[src/rtl/serial_op_ctrl.sv]
// Bit-serial operation sequencer: accepts op/a/b, steps them LSB-first through a
// 1-bit ALU slice with carry, and presents the result word. Optional abort path: SOP_ABORT_EN.
module serial_op_ctrl #(
   parameter int WIDTH = 8
) (
   input  logic             clk,
   input  logic             rstn,
   input  logic             in_valid,
   output logic             in_ready,
   input  logic [2:0]       op,
   input  logic [WIDTH-1:0] a,
   input  logic [WIDTH-1:0] b,
   output logic             out_valid,
   input  logic             out_ready,
   output logic [WIDTH-1:0] result,
   output logic             carry_out,
   output logic             busy,
`ifdef SOP_ABORT_EN
   input  logic             abort,
`endif
   output logic [1:0]       state_dbg
);

   // Handshakes: a transfer happens on a rising edge where valid && ready; valid
   // and its payload stay stable until that edge, ready never depends on valid.

   localparam int CW = (WIDTH > 1) ? $clog2(WIDTH) : 1;
   localparam logic [CW-1:0] CNT_LAST = CW'(WIDTH - 1);

   localparam logic [2:0] OP_ADD = 3'b000;
   localparam logic [2:0] OP_SUB = 3'b001;
   localparam logic [2:0] OP_AND = 3'b010;
   localparam logic [2:0] OP_OR  = 3'b011;
   localparam logic [2:0] OP_XOR = 3'b100;

   typedef enum logic [1:0] {
      S_IDLE  = 2'd0,
      S_SHIFT = 2'd1,
      S_DONE  = 2'd2
   } state_t;

   state_t           state_q, state_d;
   logic [WIDTH-1:0] a_q, b_q, res_q;
   logic [CW-1:0]    cnt_q;
   logic [2:0]       op_q;
   logic             carry_q;
   logic             load, shift_en, clr, abort_w;
   logic             b_eff, slice_bit, slice_cout, arith;

`ifdef SOP_ABORT_EN
   assign abort_w = abort;
`else
   assign abort_w = 1'b0;
`endif

   // One-bit ALU slice working on the current LSBs and the carry flip-flop.
   always_comb begin
      arith      = (op_q == OP_ADD) || (op_q == OP_SUB);
      b_eff      = (op_q == OP_SUB) ? ~b_q[0] : b_q[0];
      slice_cout = (a_q[0] & b_eff) | (a_q[0] & carry_q) | (b_eff & carry_q);
      case (op_q)
         OP_ADD, OP_SUB: slice_bit = a_q[0] ^ b_eff ^ carry_q;
         OP_AND:         slice_bit = a_q[0] & b_q[0];
         OP_OR:          slice_bit = a_q[0] | b_q[0];
         OP_XOR:         slice_bit = a_q[0] ^ b_q[0];
         default:        slice_bit = a_q[0];
      endcase
   end

   always_ff @(posedge clk or negedge rstn) begin
      if (!rstn) state_q <= S_IDLE;
      else       state_q <= state_d;
   end

   always_comb begin
      state_d   = state_q;
      in_ready  = 1'b0;
      out_valid = 1'b0;
      busy      = 1'b0;
      load      = 1'b0;
      shift_en  = 1'b0;
      clr       = 1'b0;
      case (state_q)
         S_IDLE: begin
            in_ready = 1'b1;
            if (in_valid && !abort_w) begin
               load    = 1'b1;
               state_d = S_SHIFT;
            end
         end
         S_SHIFT: begin
            busy = 1'b1;
            if (abort_w) begin
               clr     = 1'b1;
               state_d = S_IDLE;
            end else begin
               shift_en = 1'b1;
               if (cnt_q == CNT_LAST) state_d = S_DONE;
            end
         end
         S_DONE: begin
            busy      = 1'b1;
            out_valid = 1'b1;
            // Clearing on the handshake keeps result at zero whenever idle.
            if (abort_w || out_ready) begin
               clr     = 1'b1;
               state_d = S_IDLE;
            end
         end
         default: state_d = S_IDLE;
      endcase
   end

   always_ff @(posedge clk or negedge rstn) begin
      if (!rstn) begin
         a_q     <= '0;
         b_q     <= '0;
         res_q   <= '0;
         cnt_q   <= '0;
         op_q    <= '0;
         carry_q <= 1'b0;
      end else if (load) begin
         a_q     <= a;
         b_q     <= b;
         op_q    <= op;
         res_q   <= '0;
         cnt_q   <= '0;
         carry_q <= (op == OP_SUB);
      end else if (clr) begin
         res_q   <= '0;
         cnt_q   <= '0;
         carry_q <= 1'b0;
      end else if (shift_en) begin
         a_q   <= {1'b0, a_q[WIDTH-1:1]};
         b_q   <= {1'b0, b_q[WIDTH-1:1]};
         res_q <= {slice_bit, res_q[WIDTH-1:1]};
         if (arith) carry_q <= slice_cout;
         if (cnt_q != CNT_LAST) cnt_q <= cnt_q + 1'b1;
      end
   end

   assign result    = res_q;
   assign carry_out = carry_q;
   assign state_dbg = state_q;

endmodule

[config.mk]
export PLATFORM = sky130hd
export DESIGN_NAME = serial_op_ctrl
export DESIGN_NICKNAME = d
export VERILOG_FILES = /design/src/rtl/serial_op_ctrl.sv
export SDC_FILE = /design/constraint.sdc
export NUM_CORES = 1
export LEC_CHECK = 0
export CAP_MARGIN = 40
export CELL_PAD_IN_SITES_DETAIL_PLACEMENT = 1
export CELL_PAD_IN_SITES_GLOBAL_PLACEMENT = 2
export CORE_MARGIN = 8
export CORE_UTILIZATION = 28
export CTS_CLUSTER_DIAMETER = 60
export DETAILED_ROUTE_END_ITERATION = 16
export HOLD_SLACK_MARGIN = 0.12
export PLACE_DENSITY = 0.81
export RECOVER_POWER = 25
export SLEW_MARGIN = 10
export SYNTH_ARGS = -nofsm -noshare
export SYNTH_HDL_FRONTEND = slang
export SYNTH_SLANG_ARGS = --single-unit
[constraint.sdc]
create_clock -name clk -period 2 [get_ports clk]
set_clock_uncertainty 0.2 [all_clocks]
set_input_delay 0.6 -clock clk [delete_from_list [all_inputs] [get_ports clk]]
set_output_delay 0.6 -clock clk [all_outputs]
set_load 0.005 [all_outputs]
======== Word level (Yosys, flattened, before mapping) ========
Index checks and enable logic that the tools add are counted.
Widths: inputs -> output; s select.
cells by class
  equality and inequality tests ........... 13
  bitwise gates (word level) .............. 11
  reduce and logical (&&, ||, !) cells .... 13
  $add $sub $neg .......................... 1
  multiplexer cells ....................... 31
operator list
  cell                 number
  $mux 8               9
  $mux 1               13
  $mux 3               4
  $reduce_bool 3->1    3
  $ne 2x2->1 const B   4
  $eq 3x1->1 const B   2
  $eq 3x2->1 const B   2
  $eq 3x3->1 const B   2
  $mux 2               3
  $pmux 2 s3           1
  $reduce_and 2->1     3
  $and 1x1->1          4
  $pmux 1 s4           1
  $reduce_or 2->1      2
  $add 3x1->3 const B  1
  $logic_not 3->1      1
  $ne 3x3->1 const B   1
  $or 1x1->1           3
  $reduce_and 3->1     1
  $xor 1x1->1          3
  $eq 2x1->1 const B   1
  $eq 2x2->1 const B   1
  $logic_not 2->1      1
  $reduce_bool 2->1    1
  other kinds (2)      2
word-level totals
  logic and storage cells ................. 76
  input bits .............................. 23
  output and inout bits ................... 14
  bits in registers ....................... 33

======== Depth between registers and ports, before layout ========
  depth in word-level cells ............... 9
  depth in mapped cells ................... 7

======== Worst setup path before layout ========
OpenSTA, ideal clock, no wires.
  path type ............................... reg-to-reg
  start point ............................. register op_q[1]
  end point ............................... register res_q[7], in the netlist result[7]
  stages on the path, launching flop included .. 8
  path slack .............................. 0.080 ns
  buffers on the path ..................... 0
  data arrival time ....................... 1.590 ns
  data required time ...................... 1.670 ns
  cell sequence ........................... dfrtp_1 -> nor2_1 -> nand2_1 -> xnor2_1 -> fa_1 -> o31a_1 -> o41ai_1 -> a21oi_1
between the ends
  cells in the longest elaborated chain, start to end .. 8
RTL lines
  what                      line    source
  from (decl)               45      logic [2:0] op_q;
  from (signal assigned)    125     op_q <= op;
  $eq 3x1->1                59, 61
  $mux 1                    59      b_eff = (op_q == OP_SUB) ? ~b_q[0] : b_q[0];
  $xor 1x1->1 (2 in a row)  62      OP_ADD, OP_SUB: slice_bit = a_q[0] ^ b_eff ^ carry_q;
  $pmux 1 s4 *              61      case (op_q)
  $mux 8 *                  133     end else if (shift_en) begin
  $mux 8 *                  129     end else if (clr) begin
  $mux 8 *                  122     end else if (load) begin
  to (signal assigned)      136     res_q <= {slice_bit, res_q[WIDTH-1:1]};
  to (decl)                 43      logic [WIDTH-1:0] a_q, b_q, res_q;
Mark *: on every way between the ends. The rest lies on a longest branch, timed or not. The select of a mux whose other input is x is not followed.
A chain may end at the register's enable or synchronous reset.

======== Worst setup path after layout ========
  start point ............................. register res_q[4], in the netlist result[4]
  end point ............................... output result[4]
RTL lines
  what       line  source
  to (decl)  15    output logic [WIDTH-1:0] result,
No word-level cell between the ends.

==> reports/results.txt <==
status -> finished clean
final-report max-slew violation count -> 0
crit-path max FO -> 3
Antenna diodes -> 0
worst-path cell chain -> clkdlybuf4s50_1
RR Startpoint -> op_q[2]
clk sinks -> 33
Hold Startpoint -> result[0]
IR drop worst, VDD -> 0.000475 V
layout cell share with drive strength beyond 1 -> 18.9%
Hold Path Depth -> 2
core area -> 0.00582 mm^2
R2R cell count -> 7
Synth Instances -> 160
mapped cell area -> 0.00166 mm^2
Die Span X -> 93.0 um
fin crit share -> 98.5%
r2r endpoint -> result[7]
CTS Buf Count -> 5
syn avg cell area -> 10.4 um^2
initial DRC count -> 48
Switching Fraction -> 35.9%
Starting Density -> 28.5%
upper clock frequency limit -> 0.507 GHz
Placed Cells -> 283
Pwr Total -> 3.37 mW
Worst Path Buf+Inv -> 1
initial antenna violation count -> 0
multi-input logic area -> 764 um^2
sequential area share after synthesis -> 49.8%
Seq pwr share -> 33.6%
post-DR vias/cell -> 4.49
Fin. Hold Viols -> 0
final non-filler cell total -> 297
DR DRC count -> 0
Placed Area -> 0.00223 mm^2
most frequent cells in the layout -> dfrtp_1, clkdlybuf4s50_1, nand2_1
Reg clk slew, reported paths -> 0.07 ns
Worst Path Required -> 1.20 ns
die area -> 0.00864 mm^2
fillcell total -> 686
wire per inst -> 13.8 um
Setup CP Type -> flip-flop to output port
Critical Path End Type -> output port
flop2flop setup slack -> 0.05 ns
Net Sw Power -> 1.21 mW
routability congestion estimate -> 0.728
num ports -> 37
hold endpoint -> result[0]
# rows -> 28
max cap viols -> 0
NumNets Final -> 253
Logic pwr share -> 51.5%
PD cells -> 1430 mW/mm^2
Crit path depth -> 1
largest net degree at the start of global routing -> 34
post-route cell area -> 0.00236 mm^2
first-pass GRT wire length -> 6800 um
Final setup viols -> 0
CTS max path bufs -> 2
total wire length -> 4100 um
final antenna-violating net count -> 0
Crit path largest cell delay -> 0.52 ns
htree depth -> 2
CTS tree -> built
Synth-to-Final Area Change -> 42.4%
Cell variety after synth -> 31
Worst Hold Class -> flip-flop to flip-flop
GRT Util Overall -> 9.87%
drt first pass iters -> 4
Die H -> 93.0 um
crit start category -> flip-flop
Clk pwr share -> 14.9%
worst-margin pin slew -> 0.817 ns
number of I/O port buffers -> 36
CP top delay family -> buffers and inverters
most common cell after layout, fill and taps aside -> dfrtp_1
number of global-route vias before repair -> 1469
Final min period -> 1.97 ns
DP HPWL -> 2970 um
Slew HR -> 45.5%
slowest cell on the critical path -> clkdlybuf4s50_1
crit path DAT -> 1.17 ns
DR vias -> 1333
internal power -> 2.16 mW
Post-Syn Nets -> 191
Synth Warn # -> 0
P_leak -> 1.17 nW
register bit total from synthesis -> 33
grt ovf -> 0
clk_lat worst skew -> 0.28 ns
Root Buffer -> clkbuf_8
Seq. cell area -> 826 um^2
[what timing repair did]
action,4_1_cts,5_1_grt
gates resized for setup,8,9
buffers inserted,4,3
hold buffers,0,0
pin swaps,0,2
setup endpoints to repair,9,9
[worst max path at each step]
| stage | endpoint | startpoint | slack [ns] |
|---|---|---|---|
| after detailed placement | b_q[5] | out_ready | -0.06 |
| after floorplan | result[7] | op_q[1] | 0.08 |
| after global placement | a_q[1] | out_ready | -0.05 |
| after global routing | result[1] | result[1] | -0.02 |
| final | result[4] | result[4] | 0.03 |
| after CTS | busy | state_dbg[1] | -0.07 |
[per-layer routing]
| layer | up-vias | part of all wire [%] | track usage (%) |
|---|---|---|---|
| met5 | - | 0 | 0 |
| met4 | 0 | 2.2 | 5.64 |
| met3 | 6 | 3.9 | 2.80 |
| met2 | 25 | 50 | 16.0 |
| met1 | 641 | 44 | 11.5 |
| li1 | 661 | - | - |
[Yosys cell counts, drive strengths merged]
library cell	number	share of area, %
dfrtp	33	50
nand2	27	6.1
mux2i	23	14
o21ai	18	5.4
nor2	12	2.7
ha	7	5.3
inv	7	1.6
buf	6	2.8
nand2b	4	1.5
a21oi	2	0.60
a31oi	2	0.75
clkbuf	2	0.53
nand3	2	0.60
nor2b	2	0.75
a211oi	1	0.45
a21boi	1	0.68
a22o	1	0.53
a31o	1	0.53
a41o	1	0.60
and2	1	0.38
fa	1	1.2
mux2	1	0.68
o31a	1	0.53
o41ai	1	0.53
or3b	1	0.53
xnor2	1	0.53
xor2	1	0.53
[kinds of logic after synthesis]
logic type,after synthesis,synth area share [%]
simple gates,49,12.6
flops,33,49.8
compound gates,29,10.6
mux,24,14.6
buf+inv,15,4.90
fa+ha+maj,8,6.49
xor+xnor,2,1.06
[per-stage QoR]
step	hold WS [ns]	utilization [%]	worst slack [ns]	setup TNS, ns
3_5_place_dp	0.321	38.4	-0.0636	-0.574
4_1_cts	0.338	40.4	-0.0740	-0.0854
5_1_grt	0.364	40.6	-0.0169	-0.0407
2_1_floorplan	0.104	-	0.0796	0
3_3_place_gp	0.307	38.4	-0.0490	-0.380
6_report	0.325	40.6	0.0293	0
[sequential cells by signal, indices dropped and copies added (netlist names)]
signal,cells
cnt_q,3
carry_out,1
result,8
op_q,3
state_dbg,2
a_q,8
b_q,8
[power by group through the flow]
stage,sequential [mW],combinational [mW],clock (mW)
6_report,1.13,1.74,0.503
5_1_grt,1.18,1.93,0.541
4_1_cts,1.13,1.73,0.523
3_5_place_dp,1.15,1.67,0
3_3_place_gp,1.14,1.61,0
2_1_floorplan,1.13,1.01,0
[layout make-up]
cell class	count	share of cell area, %
Clock buffer	7	3.65
Multi-Input combinational cell	112	32.4
Inverter	7	1.11
Tap cell	75	3.97
Sequential cell	33	35.0
Timing Repair Buffer	63	23.9
(Power assumes the default switching activity.)
